==> config.mk <==
export PLATFORM = sky130hd
export DESIGN_NAME = crc8_arbiter_flat
export DESIGN_NICKNAME = d
export VERILOG_FILES = /design/src/rtl/crc8_arbiter_pkg.sv /design/src/rtl/crc8_arbiter_if.sv /design/src/rtl/crc8_arbiter_rr_pick.sv /design/src/rtl/crc8_arbiter.sv /design/src/flat_wrapper.sv
export SDC_FILE = /design/constraint.sdc
export NUM_CORES = 1
export LEC_CHECK = 0
export ABC_AREA = 0
export CELL_PAD_IN_SITES_DETAIL_PLACEMENT = 1
export CELL_PAD_IN_SITES_GLOBAL_PLACEMENT = 2
export CORE_MARGIN = 2
export CORE_UTILIZATION = 25
export CTS_CLUSTER_DIAMETER = 80
export DETAILED_ROUTE_END_ITERATION = 8
export GPL_TIMING_DRIVEN = 0
export PLACE_DENSITY = 0.79
export SETUP_SLACK_MARGIN = 0.05
export SYNTH_ARGS = -nofsm -noshare
export SYNTH_HDL_FRONTEND = slang
export SYNTH_HIERARCHICAL = 1
export SYNTH_SLANG_ARGS = --single-unit
==> constraint.sdc <==
create_clock -name clk -period 2.9 [get_ports clk]
set_input_delay 0.58 -clock clk [delete_from_list [all_inputs] [get_ports clk]]
set_output_delay 0.58 -clock clk [all_outputs]
set_load 0.02 [all_outputs]
==> src/rtl/crc8_arbiter_pkg.sv <==
// Shared types and defaults for the round-robin arbiter in front of the CRC8816 engine.
// Package name is kept short because every arbiter file imports it.
package crc8_arb_pkg;

  typedef enum logic [1:0] {
    IDLE      = 2'd0,
    STREAM    = 2'd1,
    WAIT_DONE = 2'd2,
    RESP      = 2'd3
  } state_t;

  localparam int DEFAULT_NUM_REQ      = 4;
  localparam int DEFAULT_DONE_TIMEOUT = 64;

  // Next requester index after idx, wrapping to 0 past n-1.
  function automatic int wrap_inc(input int idx, input int n);
    return (idx + 1 >= n) ? 0 : idx + 1;
  endfunction

endpackage

==> src/rtl/crc8_arbiter_if.sv <==
// Bundle of requester, engine and response signals around the CRC8816 arbiter.
// slave = arbiter side, master = the surrounding environment (sources, engine, sink).
interface crc8_arbiter_if #(
  parameter int NUM_REQ = 4,
  parameter int ID_W    = $clog2(NUM_REQ)
);

  logic [NUM_REQ-1:0]      req_valid;
  logic [NUM_REQ-1:0]      req_last;
  logic [NUM_REQ-1:0][7:0] req_data;
  logic [NUM_REQ-1:0]      req_ready;

  logic                    crc_valid;
  logic                    crc_last;
  logic [7:0]              crc_data;
  logic                    crc_done;
  logic                    crc_match;
  logic [7:0]              crc_crc8;

  logic                    resp_valid;
  logic [ID_W-1:0]         resp_id;
  logic                    resp_match;
  logic [7:0]              resp_crc8;
  logic                    resp_err;

  modport slave (
    input  req_valid, req_last, req_data,
    input  crc_done, crc_match, crc_crc8,
    output req_ready,
    output crc_valid, crc_last, crc_data,
    output resp_valid, resp_id, resp_match, resp_crc8, resp_err
  );

  modport master (
    output req_valid, req_last, req_data,
    output crc_done, crc_match, crc_crc8,
    input  req_ready,
    input  crc_valid, crc_last, crc_data,
    input  resp_valid, resp_id, resp_match, resp_crc8, resp_err
  );

endinterface

==> src/rtl/crc8_arbiter_rr_pick.sv <==
// Combinational round-robin pick: first set request bit at or after ptr, wrapping.
// found is low when no request bit is set; idx is 0 in that case.
module rr_pick #(
  parameter int NUM_REQ = 4,
  parameter int ID_W    = $clog2(NUM_REQ)
) (
  input  logic [NUM_REQ-1:0] req,
  input  logic [ID_W-1:0]    ptr,
  output logic [ID_W-1:0]    idx,
  output logic               found
);

  logic [NUM_REQ-1:0]           rot;
  logic [NUM_REQ-1:0][ID_W-1:0] sel_tab;

  // rot[k] is the request k positions after ptr; sel_tab[k] is its real index.
  for (genvar gi = 0; gi < NUM_REQ; gi++) begin : g_rot
    logic [ID_W:0] sum;
    assign sum         = {1'b0, ptr} + (ID_W+1)'(gi);
    assign sel_tab[gi] = (sum >= (ID_W+1)'(NUM_REQ)) ? ID_W'(sum - (ID_W+1)'(NUM_REQ))
                                                      : ID_W'(sum);
    assign rot[gi]     = req[sel_tab[gi]];
  end

  always_comb begin
    idx   = '0;
    found = 1'b0;
    for (int k = NUM_REQ - 1; k >= 0; k--) begin
      if (rot[k]) begin
        idx   = sel_tab[k];
        found = 1'b1;
      end
    end
  end

endmodule

==> src/rtl/crc8_arbiter.sv <==
// Shares one CRC8816 engine between NUM_REQ byte-stream requesters, one whole packet at
// a time, and returns the engine result (or a timeout error) tagged with the owner index.
module crc8_arbiter
  import crc8_arb_pkg::*;
#(
  parameter int NUM_REQ      = DEFAULT_NUM_REQ,
  parameter int ID_W         = $clog2(NUM_REQ),
  parameter int DONE_TIMEOUT = DEFAULT_DONE_TIMEOUT
) (
  input logic           clk,
  input logic           reset,
  crc8_arbiter_if.slave bus
);

  localparam logic [1:0] ST_IDLE   = IDLE;
  localparam logic [1:0] ST_STREAM = STREAM;
  localparam logic [1:0] ST_WAIT   = WAIT_DONE;
  localparam logic [1:0] ST_RESP   = RESP;

  localparam int CNT_W = $clog2(DONE_TIMEOUT + 1);

  logic [1:0]         state_q, state_d;
  logic [ID_W-1:0]    rr_ptr_q, rr_ptr_d;
  logic [ID_W-1:0]    grant_id_q, grant_id_d;
  logic [CNT_W-1:0]   cnt_q, cnt_d;

  logic               resp_valid_q, resp_valid_d;
  logic [ID_W-1:0]    resp_id_q, resp_id_d;
  logic               resp_match_q, resp_match_d;
  logic [7:0]         resp_crc8_q, resp_crc8_d;
  logic               resp_err_q, resp_err_d;

  logic [ID_W-1:0]    pick_idx;
  logic               pick_found;
  logic [NUM_REQ-1:0] grant_oh;
  logic               in_stream;
  logic               g_valid;
  logic               g_last;
  logic [7:0]         g_data;
  logic               timeout_hit;

  rr_pick #(
    .NUM_REQ (NUM_REQ),
    .ID_W    (ID_W)
  ) u_pick (
    .req   (bus.req_valid),
    .ptr   (rr_ptr_q),
    .idx   (pick_idx),
    .found (pick_found)
  );

  for (genvar gi = 0; gi < NUM_REQ; gi++) begin : g_grant
    assign grant_oh[gi] = (grant_id_q == ID_W'(gi));
  end

  assign in_stream = (state_q == ST_STREAM);
  assign g_valid   = bus.req_valid[grant_id_q];
  assign g_last    = bus.req_last[grant_id_q];
  assign g_data    = bus.req_data[grant_id_q];

  // The counter is cleared by the last beat, so its next value equals the number of
  // cycles elapsed since that beat; the response then lands DONE_TIMEOUT cycles after it.
  assign timeout_hit = ((cnt_q + CNT_W'(1)) == CNT_W'(DONE_TIMEOUT - 1));

  always_comb begin
    bus.req_ready = '0;
    bus.crc_valid = 1'b0;
    bus.crc_last  = 1'b0;
    bus.crc_data  = 8'h00;
    if (in_stream) begin
      bus.req_ready = grant_oh;
      bus.crc_valid = g_valid;
      bus.crc_last  = g_last;
      bus.crc_data  = g_data;
    end
  end

  always_comb begin
    state_d      = state_q;
    rr_ptr_d     = rr_ptr_q;
    grant_id_d   = grant_id_q;
    cnt_d        = cnt_q;
    resp_valid_d = 1'b0;
    resp_id_d    = resp_id_q;
    resp_match_d = resp_match_q;
    resp_crc8_d  = resp_crc8_q;
    resp_err_d   = resp_err_q;

    case (state_q)
      ST_IDLE: begin
        if (pick_found) begin
          grant_id_d = pick_idx;
          state_d    = ST_STREAM;
        end
      end

      ST_STREAM: begin
        if (g_valid && g_last) begin
          cnt_d   = '0;
          state_d = ST_WAIT;
        end
      end

      ST_WAIT: begin
        cnt_d = cnt_q + CNT_W'(1);
        // A done on the final count takes priority over the timeout.
        if (bus.crc_done) begin
          resp_valid_d = 1'b1;
          resp_id_d    = grant_id_q;
          resp_match_d = bus.crc_match;
          resp_crc8_d  = bus.crc_crc8;
          resp_err_d   = 1'b0;
          state_d      = ST_RESP;
        end else if (timeout_hit) begin
          resp_valid_d = 1'b1;
          resp_id_d    = grant_id_q;
          resp_match_d = 1'b0;
          resp_crc8_d  = 8'h00;
          resp_err_d   = 1'b1;
          state_d      = ST_RESP;
        end
      end

      ST_RESP: begin
        rr_ptr_d = ID_W'(wrap_inc(int'(grant_id_q), NUM_REQ));
        state_d  = ST_IDLE;
      end

      default: state_d = ST_IDLE;
    endcase
  end

  always_ff @(posedge clk or negedge reset) begin
    if (!reset) begin
      state_q      <= ST_IDLE;
      rr_ptr_q     <= '0;
      grant_id_q   <= '0;
      cnt_q        <= '0;
      resp_valid_q <= 1'b0;
      resp_id_q    <= '0;
      resp_match_q <= 1'b0;
      resp_crc8_q  <= 8'h00;
      resp_err_q   <= 1'b0;
    end else begin
      state_q      <= state_d;
      rr_ptr_q     <= rr_ptr_d;
      grant_id_q   <= grant_id_d;
      cnt_q        <= cnt_d;
      resp_valid_q <= resp_valid_d;
      resp_id_q    <= resp_id_d;
      resp_match_q <= resp_match_d;
      resp_crc8_q  <= resp_crc8_d;
      resp_err_q   <= resp_err_d;
    end
  end

  assign bus.resp_valid = resp_valid_q;
  assign bus.resp_id    = resp_id_q;
  assign bus.resp_match = resp_match_q;
  assign bus.resp_crc8  = resp_crc8_q;
  assign bus.resp_err   = resp_err_q;

endmodule
==> src/flat_wrapper.sv <==
// flat-port wrapper written by rule: the top's interface ports become plain ports
module crc8_arbiter_flat import crc8_arb_pkg::*;
#(
  parameter int NUM_REQ      = DEFAULT_NUM_REQ,
  parameter int ID_W         = $clog2(NUM_REQ),
  parameter int DONE_TIMEOUT = DEFAULT_DONE_TIMEOUT
)
  (clk, reset, bus_req_valid, bus_req_last, bus_req_data, bus_crc_done, bus_crc_match, bus_crc_crc8, bus_req_ready, bus_crc_valid, bus_crc_last, bus_crc_data, bus_resp_valid, bus_resp_id, bus_resp_match, bus_resp_crc8, bus_resp_err);
  crc8_arbiter_if #(.NUM_REQ(NUM_REQ), .ID_W(ID_W)) bus_i ();
  input logic clk;
  input logic reset;
  input wire logic [$bits(bus_i.req_valid)-1:0] bus_req_valid;
  input wire logic [$bits(bus_i.req_last)-1:0] bus_req_last;
  input wire logic [$bits(bus_i.req_data)-1:0] bus_req_data;
  input wire logic [$bits(bus_i.crc_done)-1:0] bus_crc_done;
  input wire logic [$bits(bus_i.crc_match)-1:0] bus_crc_match;
  input wire logic [$bits(bus_i.crc_crc8)-1:0] bus_crc_crc8;
  output wire logic [$bits(bus_i.req_ready)-1:0] bus_req_ready;
  output wire logic [$bits(bus_i.crc_valid)-1:0] bus_crc_valid;
  output wire logic [$bits(bus_i.crc_last)-1:0] bus_crc_last;
  output wire logic [$bits(bus_i.crc_data)-1:0] bus_crc_data;
  output wire logic [$bits(bus_i.resp_valid)-1:0] bus_resp_valid;
  output wire logic [$bits(bus_i.resp_id)-1:0] bus_resp_id;
  output wire logic [$bits(bus_i.resp_match)-1:0] bus_resp_match;
  output wire logic [$bits(bus_i.resp_crc8)-1:0] bus_resp_crc8;
  output wire logic [$bits(bus_i.resp_err)-1:0] bus_resp_err;
  assign bus_i.req_valid = bus_req_valid;
  assign bus_i.req_last = bus_req_last;
  assign bus_i.req_data = bus_req_data;
  assign bus_i.crc_done = bus_crc_done;
  assign bus_i.crc_match = bus_crc_match;
  assign bus_i.crc_crc8 = bus_crc_crc8;
  assign bus_req_ready = bus_i.req_ready;
  assign bus_crc_valid = bus_i.crc_valid;
  assign bus_crc_last = bus_i.crc_last;
  assign bus_crc_data = bus_i.crc_data;
  assign bus_resp_valid = bus_i.resp_valid;
  assign bus_resp_id = bus_i.resp_id;
  assign bus_resp_match = bus_i.resp_match;
  assign bus_resp_crc8 = bus_i.resp_crc8;
  assign bus_resp_err = bus_i.resp_err;
  crc8_arbiter #(.NUM_REQ(NUM_REQ), .ID_W(ID_W), .DONE_TIMEOUT(DONE_TIMEOUT)) u_core (.clk(clk), .reset(reset), .bus(bus_i));
endmodule
==> impl_metrics.ini <==
[timing]
fmax_mhz = 366
fin_skew_ps = 2.66
tightestPinTransition_ps = 1200
rsz0062_at_grt = false
finalHoldViolCount = 0
max-slew-margin-rel_pct = 19.8
maxSlewViolCount = 0
min_period_over_period_pct = 94.2
period_needed_ps = 2730
setup_viol = 0
fin_tns_setup_ps = 0

[clocking]
holdBufCountCts = 0
root_buffer = clkbuf_8
cts_max_path_buffers = 2
htreeDepth = 1
clk_latency_ps = 270
cts_tree = done
cts.clk_slew.worst_paths_ps = 90
cts_buffers = 3
cts.sink_count = 26

[critical_path]
worstPathRequired_ps = 2320
criticalPathCategory = primary input to output port
regToRegStartpoint = u_core/cnt_q[0]
cp-end-kind = output port
r2r_end = u_core/bus.resp_match
reg2reg_slack_ps = 730
start_kind = primary input
critical_path.max_fanout = 2
reg2reg_depth = 7
arrival_ps = 2150

[synthesis]
ys_types = 35
async_flop_share_pct = 100
syn_inst = 158
netlist_area_sq_um = 1730
synth_warnings = 6
synth-edff-count = 0
syn_area_per_cell_sq_um = 11.0
ys_seq_area_share_pct = 37.6
ys.flop_type = dfrtp_1
syn_nets = 221
ys_ff_latch = 26

[pwr]
peakVddDrop_mv = 0.225
cellLeakagePower_nw = 1.16
power_mw = 2.40
power.density_nw_per_um2 = 891

[layout]
drive_gt1_share_pct = 12.9
nets = 304
n_antenna_cell = 0
fillers = 755
area_growth_pct = 55.8
final_core_util_pct = 39.9

[min_path]
hp-start = u_core/cnt_q[6]
min-delay-path-class = flip-flop to flip-flop
whs_path_depth = 1
hold-path-endpoint = u_core/cnt_q[6]

[die]
die_h_um = 87.2
coreArea_sq_um = 6760
initial_utilization_pct = 25.6
io_pins = 79
row_count = 30
die_x_um = 87.2
dieArea_sq_um = 7600

[run]
maxCapViolCount = 0

[global_route]
antenna_found_initial = 0
grt.total_usage_pct = 12.7
grt_pass1_wl_mm = 7.75
overflow = 0
grt_pass1_vias = 1584
grt_max_degree = 27

[placed_design]
place_hpwl_mm = 3.71
routabilityCongestion = 0.744
port_buffers = 78

[drt]
drtIter0Drc = 15
drt_wl_total_mm = 4.69
num_vias = 1508
drcViolationCount = 0
ant_nets = 0
wl_per_cell_um = 14.7
firstDrtPassIters = 4
vias_per_cell = 4.71

[status]
status = completed
## critical path: stages
cell             delay [ps]
clkdlybuf4s50_1         390
mux4_2                  480
and2_1                  170
clkdlybuf4s50_1         530
## how the worst max path moves through the flow
stage | start | to | cells past startpoint
CTS | u_core/grant_id_q[0] | bus_crc_data[6] | 5
floorplan | u_core/grant_id_q[0] | bus_crc_data[0] | 4
finish | bus_req_last[3] | bus_crc_last | 4
global placement | bus_req_valid[3] | bus_crc_valid | 4
global route | u_core/state_q[1] | bus_crc_data[4] | 5
detailed placement | bus_req_valid[3] | bus_crc_valid | 4
## routing by layer
layer / track usage, % / wire [um]
met1: 16.9 / 2230
met4: 0.839 / 0
met2: 21.4 / 2080
met5: 0 / 0
met3: 3.70 / 376
## area by class of cell
cell class	instances	area [sq um]	area share, %
multi-input combinational	114	998	37.0
timing repair buffer	78	783	29.0
sequential	26	651	24.1
tap	80	100	3.71
buffer	8	55.1	2.04
clock buffer	3	41.3	1.53
inverter	10	37.5	1.39
clock inverter	1	30.0	1.11
## state kept, by name, indices dropped and copies added, names as in the netlist
| register | cells |
|---|---|
| u_core/bus.resp_crc8 | 8 |
| u_core/bus.resp_err | 1 |
| u_core/bus.resp_id | 2 |
| u_core/bus.resp_match | 1 |
| u_core/bus.resp_valid | 1 |
| u_core/cnt_q | 7 |
| u_core/grant_id_q | 2 |
| u_core/rr_ptr_q | 2 |
| u_core/state_q | 2 |
## cell usage after synthesis, types with 2 or more instances
cell type,n,area share [%]
a22o_1,9,4.6
nand2b_4,2,1.6
clkbuf_1,3,0.65
and2_1,18,6.5
nand4_1,2,0.72
ha_1,11,8.0
mux4_2,10,13
a21oi_1,3,0.87
nand2_1,13,2.8
mux2i_1,3,1.7
buf_6,2,1.3
dfrtp_1,26,38
a31oi_1,2,0.72
o21ai_2,2,1.0
o21ai_0,8,2.3
buf_1,2,0.43
nor2_1,7,1.5
nand2b_1,3,1.1
inv_1,10,2.2
xnor2_1,2,1.0
mux2_2,6,3.9
## per-stage QoR
step	setup WS, ps	std cells	hold slack [ps]	area (sq um)
after global placement	63.6	316	481	2610
after global routing	76.7	320	528	2700
after detailed placement	47.3	316	485	2610
after CTS	50.3	320	503	2690
after floorplan	854	158	284	1730
final	167	320	496	2700
## cell usage in the layout, fill, tap and decap left out, types with 3 or more instances in the layout
cell type        netlist  final
dfrtp_1               26     26
inv_1                 10     10
mux2i_1                3      3
a22o_1                 9      9
a21oi_1                3      3
ha_1                  11     10
mux4_2                10     10
and2_1                18     18
dlymetal6s2s_1         0      3
o21ai_0                8      8
buf_6                  2      3
dlygate4sd2_1          0      4
mux2_2                 6      6
clkdlybuf4s50_1        0     71
nand2b_1               3      3
nor2_1                 7      7
clkbuf_8               0      3
nand2_1               13     13
## report_power, final
group	internal (mW)	switching, mW	leakage, nW
registers	0.514	0.123	0.327
clock network	0.185	0.117	0.0357
logic	0.767	0.697	0.799
total	1.47	0.938	1.16
## kinds of logic (layout without fill, tap and decap cells)
family / Yosys count / in the layout / share of synthesized area, %
AOI/OAI and AO/OA: 31 / 31 / 12.8
xor gates and xnor gates: 3 / 3 / 1.52
DFF: 26 / 26 / 37.6
muxes: 20 / 20 / 19.3
adders and majority gates: 11 / 11 / 7.95
and+or+nand+nor: 49 / 49 / 16.0
buffers and inverters: 18 / 100 / 4.84
## what timing repair did
action / in CTS / in global routing
setup buffers: 0 / 0
setup endpoints to repair: 11 / 3
resized for setup: 8 / 4
pin swaps: 0 / 0
(Power assumes the default switching activity.)
